--- config.mk ---
export PLATFORM = sky130hd
export DESIGN_NAME = uart_msg_streamer_flat
export DESIGN_NICKNAME = d
export VERILOG_FILES = /design/src/rtl/uart_msg_streamer_if.sv /design/src/rtl/uart_msg_streamer.sv /design/src/flat_wrapper.sv
export SDC_FILE = /design/constraint.sdc
export NUM_CORES = 2
export LEC_CHECK = 0
export CAP_MARGIN = 20
export CORE_AREA = 2 2 424 426
export CTS_CLUSTER_SIZE = 8
export DETAILED_ROUTE_END_ITERATION = 7
export DIE_AREA = 0 0 426 428
export GPL_TIMING_DRIVEN = 0
export PLACE_DENSITY_LB_ADDON = 0.08
export SETUP_SLACK_MARGIN = 0.5
export SLEW_MARGIN = 20
export SYNTH_ARGS = -nofsm -noshare
export SYNTH_HDL_FRONTEND = slang
export SYNTH_SLANG_ARGS = --single-unit
--- constraint.sdc ---
create_clock -name clk_in -period 48.7 [get_ports clk_in]
set_input_delay 14.61 -clock clk_in [delete_from_list [all_inputs] [get_ports clk_in]]
set_output_delay 14.61 -clock clk_in [all_outputs]
set_load 0.005 [all_outputs]
--- src/rtl/uart_msg_streamer_if.sv ---
// uart_msg_streamer_if
//   Bundles the message/control inputs and the serial/status outputs of
//   uart_msg_streamer. Clock and reset stay plain ports on the module.
//   master : drives start, stop_req, message; observes the outputs
//   slave  : the streamer itself
//   start      1-cycle launch pulse (honoured only when idle)
//   stop_req   pulse; finish the current frame, then go idle
//   message    MSG_BYTES words of DATA_BITS, word k at [k*DATA_BITS +: DATA_BITS]
//   tx_out     serial line, idle high
//   busy       high from the cycle after start acceptance until back in idle
//   word_done  1-cycle pulse on the last cycle of each frame
//   msg_done   1-cycle pulse on the last cycle of word MSG_BYTES-1
//   word_index index of the word being sent
interface uart_msg_streamer_if #(
    parameter int DATA_BITS = 8,
    parameter int MSG_BYTES = 134
);
    localparam int IW = (MSG_BYTES > 1) ? $clog2(MSG_BYTES) : 1;

    logic                           start;
    logic                           stop_req;
    logic [MSG_BYTES*DATA_BITS-1:0] message;
    logic                           tx_out;
    logic                           busy;
    logic                           word_done;
    logic                           msg_done;
    logic [IW-1:0]                  word_index;

    modport master (
        output start, stop_req, message,
        input  tx_out, busy, word_done, msg_done, word_index
    );

    modport slave (
        input  start, stop_req, message,
        output tx_out, busy, word_done, msg_done, word_index
    );
endinterface

--- src/rtl/uart_msg_streamer.sv ---
// uart_msg_streamer
//   UART transmitter that serialises a fixed-length multi-byte message:
//   start bit, DATA_BITS data bits LSB first, optional even parity,
//   STOP_BITS stop bits, GAP_BITS idle bit-times. Sends once, or repeats
//   (LOOP=1) until stop_req.
//   Optional feature macro: UART_MSG_STREAMER_PARITY_EN adds one even-parity
//   bit after the data bits.
// Ports
//   clk_in  system clock
//   reset   asynchronous, active-high
//   bus     uart_msg_streamer_if.slave (start/stop_req/message in,
//           tx_out/busy/word_done/msg_done/word_index out)
module uart_msg_streamer #(
    parameter int CLK_DIV_COUNT = 600,
    parameter int DATA_BITS     = 8,
    parameter int STOP_BITS     = 2,
    parameter int MSG_BYTES     = 134,
    parameter int GAP_BITS      = 0,
    parameter int LOOP          = 0
) (
    input logic               clk_in,
    input logic               reset,
    uart_msg_streamer_if.slave bus
);
    localparam int IW      = (MSG_BYTES > 1) ? $clog2(MSG_BYTES) : 1;
    localparam int CW      = $clog2(CLK_DIV_COUNT);
    localparam int BMAX_DS = (DATA_BITS > STOP_BITS) ? DATA_BITS : STOP_BITS;
    localparam int BMAX    = (BMAX_DS > GAP_BITS) ? BMAX_DS : GAP_BITS;
    localparam int BW      = $clog2(BMAX);

    localparam logic [CW-1:0] DIV_LAST  = CW'(CLK_DIV_COUNT - 1);
    localparam logic [IW-1:0] LAST_WORD = IW'(MSG_BYTES - 1);
    localparam logic [BW-1:0] DATA_LAST = BW'(DATA_BITS - 1);
    localparam logic [BW-1:0] STOP_LAST = BW'(STOP_BITS - 1);
    localparam logic [BW-1:0] GAP_LAST  = BW'((GAP_BITS > 0) ? GAP_BITS - 1 : 0);

    typedef enum logic [2:0] {
        S_IDLE,
        S_START,
        S_DATA,
`ifdef UART_MSG_STREAMER_PARITY_EN
        S_PARITY,
`endif
        S_STOP,
        S_GAP
    } state_t;

    state_t                             state_q, state_d;
    logic [CW-1:0]                      cnt_q, cnt_d;
    logic [BW-1:0]                      bit_q, bit_d;
    logic [IW-1:0]                      word_q, word_d;
    logic [MSG_BYTES-1:0][DATA_BITS-1:0] msg_q, msg_d;
    logic                               stop_q, stop_d;

    logic                 tick;
    logic                 frame_end;
    logic [DATA_BITS-1:0] cur_word;
    logic [DATA_BITS-1:0] data_shift;
    logic                 tx;

    if (MSG_BYTES == 1) begin : g_one_word
        assign cur_word = msg_q[0];
    end else begin : g_many_words
        assign cur_word = msg_q[word_q];
    end

    assign data_shift = cur_word >> bit_q;
    assign tick       = (cnt_q == '0);
    // Last cycle of the frame: end of the final stop bit when there is no
    // gap, otherwise end of the final gap bit.
    assign frame_end  = tick && (((state_q == S_STOP) && (bit_q == STOP_LAST) && (GAP_BITS == 0)) ||
                                 ((state_q == S_GAP)  && (bit_q == GAP_LAST)));

    always_ff @(posedge clk_in or posedge reset) begin
        if (reset) begin
            state_q <= S_IDLE;
            cnt_q   <= '0;
            bit_q   <= '0;
            word_q  <= '0;
            msg_q   <= '0;
            stop_q  <= 1'b0;
        end else begin
            state_q <= state_d;
            cnt_q   <= cnt_d;
            bit_q   <= bit_d;
            word_q  <= word_d;
            msg_q   <= msg_d;
            stop_q  <= stop_d;
        end
    end

    always_comb begin
        state_d = state_q;
        cnt_d   = cnt_q;
        bit_d   = bit_q;
        word_d  = word_q;
        msg_d   = msg_q;
        stop_d  = stop_q;

        if (state_q != S_IDLE) begin
            cnt_d = tick ? DIV_LAST : cnt_q - 1'b1;
            if (bus.stop_req) stop_d = 1'b1;
        end

        case (state_q)
            S_IDLE: begin
                if (bus.start) begin
                    state_d = S_START;
                    cnt_d   = DIV_LAST;
                    msg_d   = bus.message;
                    word_d  = '0;
                    stop_d  = 1'b0;
                end
            end
            S_START: begin
                if (tick) begin
                    state_d = S_DATA;
                    bit_d   = '0;
                end
            end
            S_DATA: begin
                if (tick) begin
                    if (bit_q == DATA_LAST) begin
                        bit_d   = '0;
`ifdef UART_MSG_STREAMER_PARITY_EN
                        state_d = S_PARITY;
`else
                        state_d = S_STOP;
`endif
                    end else begin
                        bit_d = bit_q + 1'b1;
                    end
                end
            end
`ifdef UART_MSG_STREAMER_PARITY_EN
            S_PARITY: begin
                if (tick) begin
                    state_d = S_STOP;
                    bit_d   = '0;
                end
            end
`endif
            S_STOP: begin
                if (tick) begin
                    if (bit_q == STOP_LAST) begin
                        bit_d = '0;
                        if (GAP_BITS > 0) state_d = S_GAP;
                    end else begin
                        bit_d = bit_q + 1'b1;
                    end
                end
            end
            S_GAP: begin
                if (tick && (bit_q != GAP_LAST)) bit_d = bit_q + 1'b1;
            end
            default: state_d = S_IDLE;
        endcase

        // Frame boundary overrides the per-state transition. A stop request
        // arriving on this very cycle also counts.
        if (frame_end) begin
            bit_d = '0;
            if (stop_q || bus.stop_req || ((word_q == LAST_WORD) && (LOOP == 0))) begin
                state_d = S_IDLE;
                word_d  = '0;
                stop_d  = 1'b0;
            end else begin
                state_d = S_START;
                word_d  = (word_q == LAST_WORD) ? '0 : word_q + 1'b1;
            end
        end
    end

    always_comb begin
        tx = 1'b1;
        case (state_q)
            S_START:  tx = 1'b0;
            S_DATA:   tx = data_shift[0];
`ifdef UART_MSG_STREAMER_PARITY_EN
            S_PARITY: tx = ^cur_word;
`endif
            default:  tx = 1'b1;
        endcase
    end

    assign bus.tx_out     = tx;
    assign bus.busy       = (state_q != S_IDLE);
    assign bus.word_done  = frame_end;
    assign bus.msg_done   = frame_end && (word_q == LAST_WORD);
    assign bus.word_index = word_q;
endmodule

--- src/flat_wrapper.sv ---
// flat-port wrapper written by rule: the top's interface ports become plain ports
module uart_msg_streamer_flat 
#(
    parameter int CLK_DIV_COUNT = 600,
    parameter int DATA_BITS     = 8,
    parameter int STOP_BITS     = 2,
    parameter int MSG_BYTES     = 134,
    parameter int GAP_BITS      = 0,
    parameter int LOOP          = 0
)
  (clk_in, reset, bus_start, bus_stop_req, bus_message, bus_tx_out, bus_busy, bus_word_done, bus_msg_done, bus_word_index);
  uart_msg_streamer_if #(.DATA_BITS(DATA_BITS), .MSG_BYTES(MSG_BYTES)) bus_i ();
  input logic clk_in;
  input logic reset;
  input wire logic [$bits(bus_i.start)-1:0] bus_start;
  input wire logic [$bits(bus_i.stop_req)-1:0] bus_stop_req;
  input wire logic [$bits(bus_i.message)-1:0] bus_message;
  output wire logic [$bits(bus_i.tx_out)-1:0] bus_tx_out;
  output wire logic [$bits(bus_i.busy)-1:0] bus_busy;
  output wire logic [$bits(bus_i.word_done)-1:0] bus_word_done;
  output wire logic [$bits(bus_i.msg_done)-1:0] bus_msg_done;
  output wire logic [$bits(bus_i.word_index)-1:0] bus_word_index;
  assign bus_i.start = bus_start;
  assign bus_i.stop_req = bus_stop_req;
  assign bus_i.message = bus_message;
  assign bus_tx_out = bus_i.tx_out;
  assign bus_busy = bus_i.busy;
  assign bus_word_done = bus_i.word_done;
  assign bus_msg_done = bus_i.msg_done;
  assign bus_word_index = bus_i.word_index;
  uart_msg_streamer #(.CLK_DIV_COUNT(CLK_DIV_COUNT), .DATA_BITS(DATA_BITS), .STOP_BITS(STOP_BITS), .MSG_BYTES(MSG_BYTES), .GAP_BITS(GAP_BITS), .LOOP(LOOP)) u_core (.clk_in(clk_in), .reset(reset), .bus(bus_i));
endmodule
==> results.txt <==
Post-layout min period: 21.44 ns
Pin count of the biggest net entering global routing: 94
Vias per inst: 5.07
Hold_sp: u_core.msg_q[935]$_DFFE_PP0P_
Dominant cells by area after synthesis: dfrtp_1 54%, nand2_1 24%, mux4_2 8.6%
Top-count cell post-synth: nand2_1
Pleak: 33.0 nW
# nets final: 7831
Root buffer cell: clkbuf_16
Rows: 155
Post-Synthesis Cell Area: 0.0508 mm2
Main combinational cell family by area after synthesis: simple AND/OR/NAND/NOR gates
Post-synthesis sequential area ratio: 54.0%
Post CTS Setup Buffer Count: 0
Simple-Gate Fraction of Synth Area: 25.7%
Synth area leader: dfrtp_1
Mux contribution to synthesized area: 12.8%
Mapped Cells: 5476
Pwr dens: 53.6 mW/mm2
Clock Tree Buf Depth: 3
GRT Total Usage: 32.3%
Initial antenna violation count: 51
Final worst-path cycle share: 44.0%
Clock sink count: 1096
Fmax: 46.7 MHz
Main flop type after synthesis: dfrtp_1
Full die area: 0.182 mm2
Share of the synthesized area in the top cell type: 54.0%
Max Cap Viol: 0
Antenna viol nets, final: 0
Number of remaining DRC errors: 0
Most frequent cells after synthesis: 3277 x nand2_1, 1096 x dfrtp_1, 226 x clkbuf_1
Status: complete, no violations
DR WL/cell: 32.7 um
I/O pin cnt: 1088
Vias in the first global route: 47500
Setup CP Type: flop to primary output
Critical Path RT: 34.09 ns
Flops & latches, synth: 1096
Worst-Skew Late Latency: 0.78 ns
Hold Path Class: flop to flop
Die Span Y: 428 um
Initial core utilization: 28.6%
Final slew viol count: 0
Yosys cell types: 77
Inserted Clock Buffers: 156
Share of cells above drive strength 1: 7.92%
Peak supply drop: 31.2 uV
Syn Area/Cell: 9.28 um2
First-pass iteration count of the detailed router: 6
Ys async rst share: 100%
CTS tree: done
CTS H-tree lvls: 4
Unrepaired setup endpoints after global routing: no
Area growth from synthesis to layout: 36.9%
Setup TNS: 0 ns
Die W: 426 um
Total gr overflow: 0
Least-Margin Pin Slew: 1.14 ns
Core Area: 0.178 mm2
Post_cts resized: 0
Critical path peak fanout: 10
Post-Route WL: 299000 um
GPL Wtd Cong: 0.915
CTS Hold Buffers Added: 0
Skew final: 0.0225 ns
Clock slew at reported path FFs: 0.05 ns
Worst slew margin: 24.0%
Critical path capture point type: primary output
Crit path launch: u_core.bus.word_index[1]$_DFFE_PP0P_
Compound-Gate Fraction of Synth Area: 3.31%
Post-Synth Adder-Cell Area: 0.271%
Iter 0 DRT Violations: 4373
R2R Path Start: u_core.bus.word_index[2]$_DFFE_PP0P_
Post-Syn Nets: 6563
First-pass GRT wire length: 400000 um
Yosys Warn Count: 0
Post-synth EDFFs: 0
Final setup fails: 0
Routed vias: 46300
XOR/XNOR Fraction of Synth Area: 0.103%
Crit path arrival time: 6.83 ns
IO Port Bufs: 1087
Setup crit start kind: flop
Final hold violations: 0
Total power: 0.00372 W
Hpwl dp: 227000 um
-- state kept, by name (all words and copies together), names as in the netlist --
name                   flops
u_core.state_q             2
u_core.cnt_q              10
u_core.msg_q            1072
u_core.stop_q              1
u_core.bit_q               3
u_core.bus.word_index      8
-- cell usage in the layout (no fill, tap or decap), types with 33 or more instances in the layout --
master | synthesis | routed
dfrtp_1 | 1096 | 1096
mux4_2 | 194 | 194
nand2_1 | 3277 | 3277
o21ai_0 | 41 | 41
clkbuf_16 | 0 | 160
clkbuf_1 | 226 | 214
nor2_1 | 41 | 39
buf_2 | 35 | 36
mux4_1 | 33 | 33
a22oi_1 | 36 | 36
mux2i_1 | 110 | 110
clkdlybuf4s50_1 | 0 | 1087
-- cells by family after synthesis --
kind of cell,after synthesis
AO/OA/AOI/OAI,229
AND/OR/NAND/NOR,3416
adder cells (fa/ha/maj),11
buffers and inverters,367
flip-flops,1096
XOR/XNOR,6
multiplexers,351
-- area by class of cell --
| cell class | instances | area, um2 |
|---|---|---|
| flip-flops and latches | 1096 | 27400 |
| clock buffers | 167 | 4050 |
| diodes | 19 | 47.5 |
| repair buffers | 1110 | 11400 |
| inverters | 18 | 75.1 |
| multi-input cells | 4013 | 21400 |
| well taps | 2355 | 2950 |
| plain buffers | 349 | 1890 |
| fillers | 18100 | 108000 |
| clock inverters | 12 | 213 |
-- worst paths after layout --
path / end / slack [ns] / cells past startpoint
max: bus_tx_out / 27.26 / 12
min: u_core.msg_q[935]$_DFFE_PP0P_ / 0.46 / 2
max reg2reg: u_core.bus.word_index[2]$_DFFE_PP0P_ / 44.38 / 11
min reg2reg: u_core.msg_q[935]$_DFFE_PP0P_ / 0.46 / 2
max in group asynchronous: u_core.msg_q[928]$_DFFE_PP0P_ / 31.44 / 8
min in group asynchronous: u_core.msg_q[292]$_DFFE_PP0P_ / 14.28 / 2
-- report_power, final --
part           leakage, nW  internal (W)  total, W  switching (W)
combinational         17.1      0.000453   0.00115       0.000700
sequential            13.8       0.00132   0.00156       0.000235
clock                 2.09      0.000589   0.00101       0.000425
total                 33.0       0.00236   0.00372        0.00136
-- per-layer routing --
metal / up-vias / global-route usage, % / wire length, um
li1: 20200 / - / -
met1: 23500 / 41.4 / 122000
met2: 2091 / 52.8 / 143000
met3: 491 / 6.09 / 19500
met4: 24 / 14.3 / 14500
met5: - / 0 / 140
-- worst max-delay path: stages (launching register included) --
cell             delay, ns
dfrtp_1               0.40
buf_4                 0.25
buf_2                 0.55
buf_2                 0.84
buf_2                 0.92
mux4_2                0.56
a32oi_1               0.31
o2111ai_1             0.16
o41ai_1               0.91
o21ai_0               0.17
o211ai_1              0.17
a221oi_2              0.08
clkdlybuf4s50_1       0.65
-- metrics by stage --
stage	worst slack (ns)	cell area [um2]	util, %	hold slack, ns	std cells
6_report	27.26	69500	39.1	0.465	9139
3_5_place_dp	28.15	65200	36.7	0.455	8940
4_1_cts	27.29	69500	39.1	0.467	9119
3_3_place_gp	-12.71	64600	36.4	0.451	8918
2_1_floorplan	3.23	50800	-	0.437	5476
5_1_grt	27.32	69500	39.1	0.477	9134
Power figures use the tool's default switching activity.
